<file path="src/rtl/decode_pkg.sv">
// Shared constants and types for the decode front end: format mask weights,
// execution unit IDs and field widths.
package decode_pkg;

  localparam int ADDR_W   = 64;
  localparam int INSTR_W  = 32;
  localparam int PID_W    = 20;
  localparam int TID_W    = 16;
  localparam int ID_W     = 64;
  localparam int OPCODE_W = 6;
  localparam int FMT_W    = 26;

  // Declared [0:25] to match the big-endian bit numbering used across the ISA.
  typedef logic [0:FMT_W-1] format_mask_t;

  localparam format_mask_t FMT_A   = 26'd1 << 0;
  localparam format_mask_t FMT_B   = 26'd1 << 1;
  localparam format_mask_t FMT_D   = 26'd1 << 2;
  localparam format_mask_t FMT_DQ  = 26'd1 << 3;
  localparam format_mask_t FMT_DS  = 26'd1 << 4;
  localparam format_mask_t FMT_DX  = 26'd1 << 5;
  localparam format_mask_t FMT_I   = 26'd1 << 6;
  localparam format_mask_t FMT_M   = 26'd1 << 7;
  localparam format_mask_t FMT_MD  = 26'd1 << 8;
  localparam format_mask_t FMT_MDS = 26'd1 << 9;
  localparam format_mask_t FMT_SC  = 26'd1 << 10;
  localparam format_mask_t FMT_VA  = 26'd1 << 11;
  localparam format_mask_t FMT_VC  = 26'd1 << 12;
  localparam format_mask_t FMT_VX  = 26'd1 << 13;
  localparam format_mask_t FMT_X   = 26'd1 << 14;
  localparam format_mask_t FMT_XFL = 26'd1 << 15;
  localparam format_mask_t FMT_XFX = 26'd1 << 16;
  localparam format_mask_t FMT_XL  = 26'd1 << 17;
  localparam format_mask_t FMT_XO  = 26'd1 << 18;
  localparam format_mask_t FMT_XS  = 26'd1 << 19;
  localparam format_mask_t FMT_XX2 = 26'd1 << 20;
  localparam format_mask_t FMT_XX3 = 26'd1 << 21;
  localparam format_mask_t FMT_XX4 = 26'd1 << 22;
  localparam format_mask_t FMT_Z22 = 26'd1 << 23;
  localparam format_mask_t FMT_Z23 = 26'd1 << 24;
  localparam format_mask_t FMT_EVX = 26'd1 << 25;

  typedef enum logic [2:0] {
    UNIT_FX     = 3'd0,
    UNIT_FP     = 3'd1,
    UNIT_VX     = 3'd2,
    UNIT_CR     = 3'd3,
    UNIT_LS     = 3'd4,
    UNIT_BRANCH = 3'd6
  } unit_e;

endpackage

</file>
<file path="src/rtl/decode_format_stage_if.sv">
// Fetch-side handshake and decoded bundle of decode_format_stage.
// illegal_o exists only when DECODE_ILLEGAL_TRAP_EN is defined.
interface decode_format_stage_if #(
  parameter int addressWidth            = decode_pkg::ADDR_W,
  parameter int instructionWidth        = decode_pkg::INSTR_W,
  parameter int PidSize                 = decode_pkg::PID_W,
  parameter int TidSize                 = decode_pkg::TID_W,
  parameter int instructionCounterWidth = decode_pkg::ID_W,
  parameter int opcodeSize              = decode_pkg::OPCODE_W
);
  // Handshake: an instruction transfers on a rising edge where fetchValid_i and
  // fetchReady_o are both high and flush_i is low; fetchReady_o is a register
  // output. A bundle is offered while enable_o is high and is taken downstream
  // on every edge where stall_i is low; while stall_i is high it holds still.
  logic                                fetchValid_i;
  logic                                fetchReady_o;
  logic [0:instructionWidth-1]         instruction_i;
  logic [addressWidth-1:0]             instructionAddress_i;
  logic                                is64Bit_i;
  logic [PidSize-1:0]                  instructionPid_i;
  logic [TidSize-1:0]                  instructionTid_i;
  logic                                flush_i;
  logic                                stall_i;

  logic                                enable_o;
  decode_pkg::format_mask_t            instFormat_o;
  logic [0:opcodeSize-1]               instructionOpcode_o;
  logic [0:instructionWidth-1]         instruction_o;
  logic [addressWidth-1:0]             instructionAddress_o;
  logic                                is64Bit_o;
  logic [PidSize-1:0]                  instPid_o;
  logic [TidSize-1:0]                  instTid_o;
  logic [instructionCounterWidth-1:0]  instMajId_o;
`ifdef DECODE_ILLEGAL_TRAP_EN
  logic                                illegal_o;
`endif

  // Loads the major ID counter; used to reach the wrap point quickly.
  logic                                id_preload_valid;
  logic [instructionCounterWidth-1:0]  id_preload_value;

  modport master (
    output fetchValid_i, instruction_i, instructionAddress_i, is64Bit_i,
           instructionPid_i, instructionTid_i, flush_i, stall_i,
           id_preload_valid, id_preload_value,
    input  fetchReady_o, enable_o, instFormat_o, instructionOpcode_o,
           instruction_o, instructionAddress_o, is64Bit_o, instPid_o,
           instTid_o, instMajId_o
`ifdef DECODE_ILLEGAL_TRAP_EN
    , input illegal_o
`endif
  );

  modport slave (
    input  fetchValid_i, instruction_i, instructionAddress_i, is64Bit_i,
           instructionPid_i, instructionTid_i, flush_i, stall_i,
           id_preload_valid, id_preload_value,
    output fetchReady_o, enable_o, instFormat_o, instructionOpcode_o,
           instruction_o, instructionAddress_o, is64Bit_o, instPid_o,
           instTid_o, instMajId_o
`ifdef DECODE_ILLEGAL_TRAP_EN
    , output illegal_o
`endif
  );

endinterface

</file>
<file path="src/rtl/decode_format_lut.sv">
// Primary opcode to instruction-format mask. Several bits may be set; the
// format decoders disambiguate using the extended opcode.
module decode_format_lut
  import decode_pkg::*;
(
  input  logic [OPCODE_W-1:0] opcode,
  output format_mask_t        mask
);

  always_comb begin
    mask = '0;
    case (opcode) inside
      6'd16:                                   mask = FMT_B;
      6'd18:                                   mask = FMT_I;
      6'd17:                                   mask = FMT_SC;
      [6'd7:6'd15], [6'd24:6'd29], [6'd32:6'd55]: mask = FMT_D;
      6'd20, 6'd21, 6'd23:                     mask = FMT_M;
      6'd30:                                   mask = FMT_MD | FMT_MDS;
      6'd31:                                   mask = FMT_X | FMT_XO | FMT_XFX | FMT_XS;
      6'd19:                                   mask = FMT_XL | FMT_XFX;
      6'd58, 6'd62:                            mask = FMT_DS;
      6'd56, 6'd61:                            mask = FMT_DQ | FMT_DS;
      6'd4:                                    mask = FMT_VA | FMT_VC | FMT_VX;
      6'd59, 6'd63:                            mask = FMT_A | FMT_X | FMT_XFL | FMT_Z22 | FMT_Z23;
      6'd60:                                   mask = FMT_XX2 | FMT_XX3 | FMT_XX4;
      default:                                 mask = '0;
    endcase
  end

endmodule

</file>
<file path="src/rtl/decode_format_stage.sv">
// First decode stage: classifies the primary opcode, assigns the major ID and
// presents a registered bundle behind a 2-entry skid. DECODE_ILLEGAL_TRAP_EN
// forwards unknown opcodes flagged on illegal_o instead of dropping them.
module decode_format_stage
  import decode_pkg::*;
#(
  parameter int addressWidth            = ADDR_W,
  parameter int instructionWidth        = INSTR_W,
  parameter int PidSize                 = PID_W,
  parameter int TidSize                 = TID_W,
  parameter int instructionCounterWidth = ID_W,
  parameter int opcodeSize              = OPCODE_W
) (
  input logic                  clock_i,
  input logic                  reset_i,
  decode_format_stage_if.slave bus
);

  typedef struct packed {
    logic [0:instructionWidth-1]        instr;
    logic [addressWidth-1:0]            addr;
    logic                               is64;
    logic [PidSize-1:0]                 pid;
    logic [TidSize-1:0]                 tid;
    logic [instructionCounterWidth-1:0] id;
    format_mask_t                       fmt;
`ifdef DECODE_ILLEGAL_TRAP_EN
    logic                               illegal;
`endif
  } bundle_t;

  format_mask_t                       in_mask;
  bundle_t                            in_b;
  bundle_t                            out_q, out_d, skid_q, skid_d;
  logic                               out_v_q, out_v_d, skid_v_q, skid_v_d;
  logic                               fetch_ready_q;
  logic [instructionCounterWidth-1:0] id_cnt_q;
  logic                               accept, keep;

  decode_format_lut u_lut (
    .opcode (bus.instruction_i[0:opcodeSize-1]),
    .mask   (in_mask)
  );

  assign accept = bus.fetchValid_i && fetch_ready_q && !bus.flush_i;
`ifdef DECODE_ILLEGAL_TRAP_EN
  assign keep = accept;
`else
  // Unknown opcodes are consumed from fetch but never reach the output.
  assign keep = accept && (in_mask != '0);
`endif

  always_comb begin
    in_b       = '0;
    in_b.instr = bus.instruction_i;
    in_b.addr  = bus.instructionAddress_i;
    in_b.is64  = bus.is64Bit_i;
    in_b.pid   = bus.instructionPid_i;
    in_b.tid   = bus.instructionTid_i;
    in_b.id    = id_cnt_q;
    in_b.fmt   = in_mask;
`ifdef DECODE_ILLEGAL_TRAP_EN
    in_b.illegal = (in_mask == '0);
`endif
  end

  // Skid drains ahead of new input; a held skid entry implies fetchReady_o
  // was low, so the skid and a new input never compete for the skid slot.
  always_comb begin
    out_v_d  = out_v_q;
    skid_v_d = skid_v_q;
    out_d    = out_q;
    skid_d   = skid_q;
    if (bus.flush_i) begin
      out_v_d  = 1'b0;
      skid_v_d = 1'b0;
    end else if (skid_v_q && !bus.stall_i) begin
      out_d    = skid_q;
      out_v_d  = 1'b1;
      skid_v_d = keep;
      if (keep) skid_d = in_b;
    end else if (!out_v_q || !bus.stall_i) begin
      out_v_d = keep;
      if (keep) out_d = in_b;
    end else if (keep) begin
      skid_v_d = 1'b1;
      skid_d   = in_b;
    end
  end

  always_ff @(posedge clock_i) begin
    if (reset_i) begin
      out_q         <= '0;
      skid_q        <= '0;
      out_v_q       <= 1'b0;
      skid_v_q      <= 1'b0;
      fetch_ready_q <= 1'b1;
      id_cnt_q      <= '0;
    end else begin
      out_q         <= out_d;
      skid_q        <= skid_d;
      out_v_q       <= out_v_d;
      skid_v_q      <= skid_v_d;
      fetch_ready_q <= !skid_v_d;
      if (bus.id_preload_valid) id_cnt_q <= bus.id_preload_value;
      else if (keep)            id_cnt_q <= id_cnt_q + 1'b1;
    end
  end

  assign bus.fetchReady_o         = fetch_ready_q;
  assign bus.enable_o             = out_v_q;
  assign bus.instFormat_o         = out_q.fmt;
  assign bus.instructionOpcode_o  = out_q.instr[0:opcodeSize-1];
  assign bus.instruction_o        = out_q.instr;
  assign bus.instructionAddress_o = out_q.addr;
  assign bus.is64Bit_o            = out_q.is64;
  assign bus.instPid_o            = out_q.pid;
  assign bus.instTid_o            = out_q.tid;
  assign bus.instMajId_o          = out_q.id;
`ifdef DECODE_ILLEGAL_TRAP_EN
  assign bus.illegal_o            = out_q.illegal;
`endif

endmodule

</file>
<file path="src/flat_wrapper.sv">
// flat-port wrapper written by rule: the top's interface ports become plain ports
module decode_format_stage_flat import decode_pkg::*;
#(
  parameter int addressWidth            = ADDR_W,
  parameter int instructionWidth        = INSTR_W,
  parameter int PidSize                 = PID_W,
  parameter int TidSize                 = TID_W,
  parameter int instructionCounterWidth = ID_W,
  parameter int opcodeSize              = OPCODE_W
)
  (clock_i, reset_i, bus_fetchValid_i, bus_instruction_i, bus_instructionAddress_i, bus_is64Bit_i, bus_instructionPid_i, bus_instructionTid_i, bus_flush_i, bus_stall_i, bus_id_preload_valid, bus_id_preload_value, bus_fetchReady_o, bus_enable_o, bus_instFormat_o, bus_instructionOpcode_o, bus_instruction_o, bus_instructionAddress_o, bus_is64Bit_o, bus_instPid_o, bus_instTid_o, bus_instMajId_o);
  decode_format_stage_if #(.addressWidth(addressWidth), .instructionWidth(instructionWidth), .PidSize(PidSize), .TidSize(TidSize), .instructionCounterWidth(instructionCounterWidth), .opcodeSize(opcodeSize)) bus_i ();
  input logic clock_i;
  input logic reset_i;
  input wire logic [$bits(bus_i.fetchValid_i)-1:0] bus_fetchValid_i;
  input wire logic [$bits(bus_i.instruction_i)-1:0] bus_instruction_i;
  input wire logic [$bits(bus_i.instructionAddress_i)-1:0] bus_instructionAddress_i;
  input wire logic [$bits(bus_i.is64Bit_i)-1:0] bus_is64Bit_i;
  input wire logic [$bits(bus_i.instructionPid_i)-1:0] bus_instructionPid_i;
  input wire logic [$bits(bus_i.instructionTid_i)-1:0] bus_instructionTid_i;
  input wire logic [$bits(bus_i.flush_i)-1:0] bus_flush_i;
  input wire logic [$bits(bus_i.stall_i)-1:0] bus_stall_i;
  input wire logic [$bits(bus_i.id_preload_valid)-1:0] bus_id_preload_valid;
  input wire logic [$bits(bus_i.id_preload_value)-1:0] bus_id_preload_value;
  output wire logic [$bits(bus_i.fetchReady_o)-1:0] bus_fetchReady_o;
  output wire logic [$bits(bus_i.enable_o)-1:0] bus_enable_o;
  output wire logic [$bits(bus_i.instFormat_o)-1:0] bus_instFormat_o;
  output wire logic [$bits(bus_i.instructionOpcode_o)-1:0] bus_instructionOpcode_o;
  output wire logic [$bits(bus_i.instruction_o)-1:0] bus_instruction_o;
  output wire logic [$bits(bus_i.instructionAddress_o)-1:0] bus_instructionAddress_o;
  output wire logic [$bits(bus_i.is64Bit_o)-1:0] bus_is64Bit_o;
  output wire logic [$bits(bus_i.instPid_o)-1:0] bus_instPid_o;
  output wire logic [$bits(bus_i.instTid_o)-1:0] bus_instTid_o;
  output wire logic [$bits(bus_i.instMajId_o)-1:0] bus_instMajId_o;
  assign bus_i.fetchValid_i = bus_fetchValid_i;
  assign bus_i.instruction_i = bus_instruction_i;
  assign bus_i.instructionAddress_i = bus_instructionAddress_i;
  assign bus_i.is64Bit_i = bus_is64Bit_i;
  assign bus_i.instructionPid_i = bus_instructionPid_i;
  assign bus_i.instructionTid_i = bus_instructionTid_i;
  assign bus_i.flush_i = bus_flush_i;
  assign bus_i.stall_i = bus_stall_i;
  assign bus_i.id_preload_valid = bus_id_preload_valid;
  assign bus_i.id_preload_value = bus_id_preload_value;
  assign bus_fetchReady_o = bus_i.fetchReady_o;
  assign bus_enable_o = bus_i.enable_o;
  assign bus_instFormat_o = bus_i.instFormat_o;
  assign bus_instructionOpcode_o = bus_i.instructionOpcode_o;
  assign bus_instruction_o = bus_i.instruction_o;
  assign bus_instructionAddress_o = bus_i.instructionAddress_o;
  assign bus_is64Bit_o = bus_i.is64Bit_o;
  assign bus_instPid_o = bus_i.instPid_o;
  assign bus_instTid_o = bus_i.instTid_o;
  assign bus_instMajId_o = bus_i.instMajId_o;
  decode_format_stage #(.addressWidth(addressWidth), .instructionWidth(instructionWidth), .PidSize(PidSize), .TidSize(TidSize), .instructionCounterWidth(instructionCounterWidth), .opcodeSize(opcodeSize)) u_core (.clock_i(clock_i), .reset_i(reset_i), .bus(bus_i));
endmodule
</file>
<file path="config.mk">
export PLATFORM = sky130hd
export DESIGN_NAME = decode_format_stage_flat
export DESIGN_NICKNAME = d
export VERILOG_FILES = /design/src/rtl/decode_pkg.sv /design/src/rtl/decode_format_stage_if.sv /design/src/rtl/decode_format_lut.sv /design/src/rtl/decode_format_stage.sv /design/src/flat_wrapper.sv
export SDC_FILE = /design/constraint.sdc
export NUM_CORES = 1
export LEC_CHECK = 0
export CORE_MARGIN = 2
export CORE_UTILIZATION = 57
export DETAILED_ROUTE_END_ITERATION = 16
export PLACE_DENSITY_LB_ADDON = 0.25
export SLEW_MARGIN = 25
export SYNTH_ARGS = -nofsm -noshare
export SYNTH_HDL_FRONTEND = slang
export SYNTH_HIERARCHICAL = 1
export SYNTH_SLANG_ARGS = --single-unit
</file>
<file path="constraint.sdc">
create_clock -name clock_i -period 4.48 [get_ports clock_i]
set_input_delay 0.448 -clock clock_i [delete_from_list [all_inputs] [get_ports clock_i]]
set_output_delay 0.448 -clock clock_i [all_outputs]
set_load 0.03 [all_outputs]
</file>
==> flow_summary.json <==
{
  "vias_per_cell": 6.53,
  "ys_ff_latch": 513,
  "cts_root_buffer": "clkbuf_16",
  "synth-simple-area-share_pct": 14.1,
  "synth_top_cell_area_share_pct": 43.1,
  "layout_min_cycle_time_ps": 3580,
  "grt_overflow": 0,
  "fill_cells": 3103,
  "synth_cell_type_count": 67,
  "synth_top_family_by_area": "compound AO/OA/AOI/OAI gates",
  "cts.path.max_buffers": 3,
  "status": "complete, no violations",
  "syn_area_per_cell_um2": 9.00,
  "dieHeight_um": 208,
  "utilization_pct": 72.6,
  "post_synth_fa_ha_maj_area_fraction_pct": 0.0525,
  "yosys.area.top_type": "dfxtp_1",
  "wl_um": 77100,
  "synth_area_leaders": "dfxtp_1 (43%), mux2i_1 (9.2%), a2111oi_0 (8.4%)",
  "io_pins": 434,
  "cts_tree": "yes",
  "drc": 0,
  "cts.sinks": 513,
  "critPathLaunchType": "input port",
  "drt_iter0_markers": 2120,
  "layout_commonest_cell": "dfxtp_1",
  "cts_resized": 0,
  "worstSetupEndpointType": "register",
  "drive_above_1_share_pct": 11.0,
  "skew_ps": 15.6,
  "layout_common_cells": "dfxtp_1 (513), nand2_1 (488), clkdlybuf4s50_1 (430)",
  "use_met2_pct": 54.0,
  "netlist_instances": 2647,
  "drv_slew": 0,
  "hpwl_um": 47600,
  "rsz0062_at_grt": "false",
  "place_area_mm2": 0.0280,
  "die_x_um": 208,
  "synthToLayoutAreaGrowth_pct": 25.0,
  "portBuffers": 433,
  "hold_class": "input port to register",
  "first_global_vias": 21400,
  "crit_type": "input port to register",
  "synthMuxAreaShare_pct": 9.30,
  "grt_most_used_layer": "met2",
  "ir_drop_v": 0.000380,
  "grt_start_max_net_pins": 257,
  "cts-hold-fix-buffers": 0,
  "nets": 3073,
  "worstMarginPinSlew_ps": 1090,
  "p_per_area_mw_per_mm2": 351,
  "grtUsageMet3_pct": 8.80,
  "synth_compound_area_share_pct": 26.1,
  "rows": 74,
  "required_ps": 5000,
  "antenna_left": 0,
  "antenna_found_initial": 16,
  "async_reset_ff_share_pct": 0,
  "yosys_warnings": 6,
  "synth-edff-count": 0,
  "slew_headroom_pct": 27.6,
  "globalplace.congestion": 0.850,
  "fin_tns_setup_ps": 0,
  "core_area_mm2": 0.0410,
  "fmax_ghz": 0.280,
  "netlist_area_mm2": 0.0238,
  "path_max_fanout": 46,
  "period_share_pct": 79.9,
  "grt_util_met1_pct": 41.4,
  "setup_violations": 0,
  "ys_seq_area_share_pct": 43.1,
  "start_util_pct": 58.1,
  "final_area_mm2": 0.0298,
  "synth_ff_type": "dfxtp_1",
  "cts_buffers": 52,
  "hold_violations": 0,
  "track_usage_pct": 33.6,
  "die_area_mm2": 0.0434,
  "grt_pass1_wl_um": 119000,
  "drt_pre_antenna_iters": 7,
  "cp.arrival_ps": 4090,
  "power_leakage_nw": 11.3,
  "cts_max_level": 2,
  "postCtsSetupRepairBufs": 0,
  "maxCapViolCount": 0,
  "vias": 22600,
  "clk_latency_ps": 610,
  "cts.clk_slew.worst_paths_ps": 60,
  "synth_xor_area_share_pct": 0.662,
  "wl_per_cell_um": 22.3
}
-- worst max-delay path, stage by stage --
cell and delay, ps:
clkdlybuf4s50_1 690, inv_1 170, nand2_1 140, nor2_1 70
buf_4 170, nor4_1 530, and3_1 500, a211o_4 640
buf_4 430, nand2_1 100, a21oi_1 190
-- layer usage --
metal | part of all wire, % | vias up | routed length, µm
met5 | 0.065 | - | 50
met4 | 4.7 | 8 | 3610
met3 | 9.0 | 202 | 6930
met2 | 47 | 1065 | 36500
met1 | 39 | 10900 | 30100
li1 | - | 10400 | -
-- power by group --
| part | total, W | leakage (nW) | switching [W] | internal (W) |
|---|---|---|---|---|
| clock network | 0.00446 | 0.866 | 0.00183 | 0.00263 |
| logic | 0.00118 | 6.25 | 0.000693 | 0.000487 |
| registers | 0.00481 | 4.16 | 0.000128 | 0.00469 |
| total | 0.0105 | 11.3 | 0.00266 | 0.00780 |
-- sequential cells by signal (all words and copies together) (netlist names), 16 cells and up --
name and flops:
u_core/bus.instruction_o 32, u_core/bus.instTid_o 16, u_core/id_cnt_q 64, u_core/bus.instructionAddress_o 64, u_core/skid_q 223, u_core/bus.instFormat_o 26, u_core/bus.instPid_o 20, u_core/bus.instMajId_o 64
-- area by class of cell --
class / count / area [µm²] / share of cell area (%)
Timing Repair Buffer: 478 / 4910 / 16.5
Tap cell: 532 / 666 / 2.23
Clock buffer: 82 / 1610 / 5.39
Inverter: 21 / 91.3 / 0.307
Antenna cell: 13 / 32.5 / 0.109
Multi-Input combinational cell: 1803 / 12100 / 40.5
Clock inverter: 13 / 156 / 0.525
Sequential cell: 513 / 10300 / 34.5
-- per-stage QoR --
step | power, W | hold slack, ps | setup slack (ps) | std cells
after global placement | 0.00604 | 440 | 473 | 3347
after global routing | 0.0107 | 419 | 732 | 3454
after CTS | 0.0105 | 358 | 1070 | 3442
after floorplan | 0.00553 | 433 | 1440 | 2648
final | 0.0105 | 359 | 902 | 3455
after detailed placement | 0.00606 | 446 | 448 | 3347
-- logic make-up (layout without fill, tap and decap cells) --
kind of cell	after synthesis	after routing
fa+ha+maj	1	1
mux	221	221
buf+inv	332	594
flops	513	513
compound gates	823	823
other cells	1	15
simple gates	738	738
xor+xnor	18	18
-- path summary, 6_finish.rpt --
| check | start | to | slack (ps) | cells past startpoint |
|---|---|---|---|---|
| worst max register to register | u_core/id_cnt_q[2]$_SDFFE_PP0P_ | u_core/id_cnt_q[43]$_SDFFE_PP0P_ | 1810 | 5 |
| worst max-delay path | bus_instruction_i[26] | u_core/skid_q[219]$_SDFFE_PP0P_ | 900 | 11 |
| worst min-delay path | reset_i | u_core/skid_q[65]$_SDFFE_PP0P_ | 360 | 2 |
| worst min register to register | u_core/skid_q[175]$_SDFFE_PP0P_ | u_core/skid_q[175]$_SDFFE_PP0P_ | 450 | 2 |
-- Yosys cell counts (all sizes together) (4+ instances only) --
library cell	count
dfxtp	513
nand2	488
a2111oi	229
a21oi	228
a31o	220
mux2i	219
clkbuf	170
buf	141
nor2	69
nand3	30
nor4	27
a311oi	26
nand4	26
a211oi	23
o21ai	22
inv	20
or4	19
o31ai	16
and3	15
nor2b	13
nor3	11
xor2	11
and4	10
o2111ai	9
or3	9
a311o	8
a31oi	8
o2111a	7
o211ai	7
xnor2	7
and2	6
o31a	4
No activity file was read; power rests on OpenSTA's default activity.
==> variant 1: new RTL, same settings <==
The package constant `ADDR_W` goes from 64 to 32.
--- a/src/rtl/decode_pkg.sv
+++ b/src/rtl/decode_pkg.sv
@@ -2,7 +2,7 @@
 // execution unit IDs and field widths.
 package decode_pkg;
 
-  localparam int ADDR_W   = 64;
+  localparam int ADDR_W   = 32;
   localparam int INSTR_W  = 32;
   localparam int PID_W    = 20;
   localparam int TID_W    = 16;
Ports: changed (resized bus_instructionAddress_i and bus_instructionAddress_o); port bits go from 434 to 370. No check against the original RTL was run, so the function may have changed too.
==> variant 1 against the unedited design <==
- hold slack gained 0.050 ns
- cell area fell by 12%
- worst setup slack worse by 0.23 ns
- die area decreased by 11%
- critical path depth unchanged
- routed wire length down 24%
- sequential cell count is 64 lower
- total power is 14% lower
- area after synthesis fell by 12%
- non-clock buffer count down 75
- final cell count decreased by 1.9%
- via count fell by 13%
- synthesized cell count increased by 0.64%
- first-iteration DRC count decreased by 24%
- critical path type unchanged
==> variant 1: results (changes against the unedited design) <==
status: "finished clean"
leakagePower_uw: 0.01031  # -8.6%
slowest_delay_ns: 0.71  # +0.02 ns
synth_commonest_cells: "449 x dfxtp_1, 449 x nor2_1, 424 x nand2_1"
r2r_end: "u_core/id_cnt_q[35]"
critical_path_peak_fanout: 123  # +170%
min_from: "reset_i"
cts_root_buffer: "clkbuf_16"
nFillCells: 2833  # -8.7%
largest_reg_flops: 191  # -14%
drive_above_1_share_pct: 4.724  # -6.2 points
antenna_found_initial: 1  # -15
cp_data_arrival_time_ns: 4.31  # +0.22 ns
grt_usage_pct: 29.62  # -4.0 points
setup.worst_path.start: "bus_instruction_i[27]"
hold_end: "u_core/skid_q[166]"
grt_pass1_wl_mm: 93.81  # -21%
dpl.hpwl_mm: 37.14  # -22%
place_congestion: 0.9441  # +11%
ys_seq_area_share_pct: 42.69  # -0.42 points
fin_nets: 3058  # -0.49%
cp-endpoint: "u_core/skid_q[124]"
clock_skew_ns: 0.01997  # +0.004408 ns
worst_skew_pair.late_latency_ns: 0.59  # -0.02 ns
worstMarginPinSlew_ns: 1.013  # -0.07266 ns
holdWs_ns: 0.4093  # +0.05024 ns
yosys.cell_types.count: 61  # -9.0%
first_global_vias: 18360  # -14%
synth_area_leaders: "dfxtp_1 43%, mux2i_1 8.5%, nor2_1 8.0%, nand2_1 7.6%, or3_1 5.9%"
dr.pass1.iters: 6  # -1
wl_per_cell_um: 17.32  # -22%
peakVddDrop_mv: 0.3720  # -2.1%
viasPerCell: 5.800  # -11%
grt_max_degree: 206  # -20%
numCtsBuffers: 47  # -9.6%
-- variant 1: per-layer routing --
layer / share of wire (%) / wire length, µm
met5: 0 / 0
met4: 4.3 / 2552
met3: 8.3 / 4895
met2: 46 / 27270
met1: 41 / 23990
-- variant 1: worst max-delay path, delay by kind of cell --
| family | cells | cell delay (ns) |
|---|---|---|
| AO/OA/AOI/OAI | 4 | 1.00 |
| AND/OR/NAND/NOR | 4 | 1.14 |
| buffers and inverters | 3 | 1.58 |
-- variant 1: kinds of logic (layout without fill, tap and decap cells) --
logic type                 count (synthesis)  count (layout)  share of synthesized area, %
and+or+nand+nor                         1385            1385                         31.12
DFF                                      449             449                         42.69
AOI/OAI and AO/OA                        355             355                         10.57
buffers and inverters                    262             518                         5.562
muxes                                    191             191                         9.151
xor gates and xnor gates                  20              20                        0.8319
adders and majority gates                  1               1                       0.05941
other                                      1               3                       0.01781
-- variant 1: layout make-up --
class	instances	area [µm²]	share of cell area, %
antenna	1	2.502	0.009548
clock buffer	77	1409	5.376
clock inverter	7	71.32	0.2721
inverter	31	116.4	0.4440
multi-input combinational	1954	10930	41.71
sequential	449	8989	34.30
tap	468	585.6	2.234
timing repair buffer	403	4104	15.66
-- variant 1: power breakdown --
group	total [µW]	internal [µW]	switching, µW
Combinational	994	469	525
Clock	3800	2200	1610
Sequential	4220	4100	113
Total	9010	6770	2240
-- variant 1: through the flow --
step	area (µm²)	cells	util (%)	total power, µW	setup WS [ns]
final	26210	3390	71.76	9014	0.6675
after global routing	26210	3390	71.76	9317	0.5088
after CTS	26210	3389	71.75	9058	0.8586
after detailed placement	24730	3305	67.70	5283	0.2529
after global placement	24730	3305	67.70	5260	0.4039
after floorplan	21060	2665	-	4854	1.483
==> variant 2: new RTL, same settings <==
Made on the original files. Make the reset (`reset_i`) asynchronous in one clocked block.
--- a/src/rtl/decode_format_stage.sv
+++ b/src/rtl/decode_format_stage.sv
@@ -88,7 +88,7 @@
     end
   end
 
-  always_ff @(posedge clock_i) begin
+  always_ff @(posedge clock_i or posedge reset_i) begin
     if (reset_i) begin
       out_q         <= '0;
       skid_q        <= '0;
Check against the original RTL: not equivalent (a bounded check fails within 4 cycles, from zero or initial values and one cycle with reset_i high; the reset may be asserted at any time).
==> variant 2 against the unedited design <==
- routed wire length decreased by 16%
- critical path type unchanged
- first-iteration DRC count decreased by 35%
- highest routed layer unchanged
- cell area increased by 2.8%
- area after synthesis increased by 1.4%
- sequential share of layout area increased by 7.5 points
- sequential cell count unchanged
- clock skew increased by 0.0055 ns
- worst setup slack got worse by 0.018 ns
Power is not compared: it rests on default switching activity, and its combinational part moved more than twofold at a synthesized area within 25%.
==> variant 2: results (changes against the unedited design) <==
status: "finished clean"
dpl.hpwl_mm: 44.04  # -7.5%
cp_data_arrival_time_ns: 4.06  # -0.03 ns
worst_skew_pair.late_latency_ns: 0.60
dr.pass1.iters: 5  # -2
yosys.cell_types.count: 71  # +6.0%
clock_skew_ns: 0.02105  # +0.005483 ns
seq_area_mm2: 0.01284  # +25%
inverters_excl_clock: 11  # -48%
dp_slack_ns: 0.3654  # -0.08228 ns
buffer_area_share_pct: 16.10  # -0.39 points
drive_above_1_share_pct: 14.74  # +3.8 points
clkCellAreaFrac_pct: 5.652  # -0.27 points
drt-total-wl_mm: 64.82  # -16%
cp_top_family: "simple AND/OR/NAND/NOR gates"
cp_slowest_cell: "clkdlybuf4s50_1"
timing.slew.headroom_pct: 35.13  # +7.5 points
r2r_end: "u_core/id_cnt_q[47]"
multi_input_area_mm2: 0.01039  # -14%
fin_util_pct: 73.16  # +0.53 points
synth_commonest_cells: "708 x nand2_1, 512 x dfrtp_1, 227 x mux2_1"
n_antenna_cell: 5  # -8
fin_nets: 2813  # -8.5%
finalCritPeriodShare_pct: 80.26  # +0.40 points
worstReg2RegStart: "u_core/bus.fetchReady_o"
first_global_vias: 18520  # -14%
clkbuf_count: 74  # -9.8%
leakagePower_uw: 0.01390
drt_iter0_drc: 1381  # -35%
grt_max_degree: 199  # -23%
ys_seq_area_share_pct: 53.15  # +10 points
design.seq.count: 513  # unchanged
synth_cells: 2229  # -16%
cp-endpoint: "u_core/bus.instPid_o[19]"
antenna_found_initial: 7  # -9
multi_input_comb_cells: 1548  # -14%
async_flop_share_pct: 100.0  # +100 points
finalNonFillerCells: 3190  # -7.7%
place_congestion: 0.8946  # +5.3%
r2r_slack_ns: 1.89  # +0.08 ns
setup.worst_path.start: "bus_instruction_i[31]"
nonClockBufferCount: 483  # +1.0%
holdWs_ns: 0.4154  # +0.05635 ns
hold_path.class: "input pin to async pin"
grt_usage_pct: 29.25  # -4.3 points
design.core.area_mm2: 0.04185  # +2.0%
slowest_delay_ns: 0.64  # -0.05 ns
portBuffers: 433  # unchanged
dp.cells: 3094  # -7.6%
synth_area_leaders: "dfrtp_1 53%, nand2_1 11%, mux2_1 11%, mux2_2 10%, buf_4 1.0%"
[variant 2: cell count changes after synthesis, sizes merged, moves of 55 or more]
cell / delta
clkbuf: -98
a2111oi: -224
mux2i: -218
a31o: -219
dfxtp: -513
dfrtp: +512
mux2: +445
nand2: +221
buf: -55
a21oi: -223
[variant 2: metal layers]
| metal | GRT usage (%) | vias up | wire (µm) |
|---|---|---|---|
| li1 | - | 8385 | - |
| met1 | 37.68 | 9193 | 25950 |
| met2 | 48.40 | 698 | 31770 |
| met3 | 6.359 | 128 | 4928 |
| met4 | 11.91 | 2 | 2163 |
| met5 | 0 | - | 13 |
[variant 2: cell families (layout without fill, tap and decap cells)]
group | Yosys count | after routing | share of synthesized area [%]
adders and majority gates | 1 | 1 | 0.05179
other | 1 | 7 | 0.01553
AOI/OAI and AO/OA | 145 | 145 | 4.087
muxes | 448 | 448 | 20.88
and+or+nand+nor | 929 | 929 | 16.96
buffers and inverters | 169 | 585 | 4.020
xor gates and xnor gates | 23 | 23 | 0.8340
DFF | 513 | 513 | 53.15
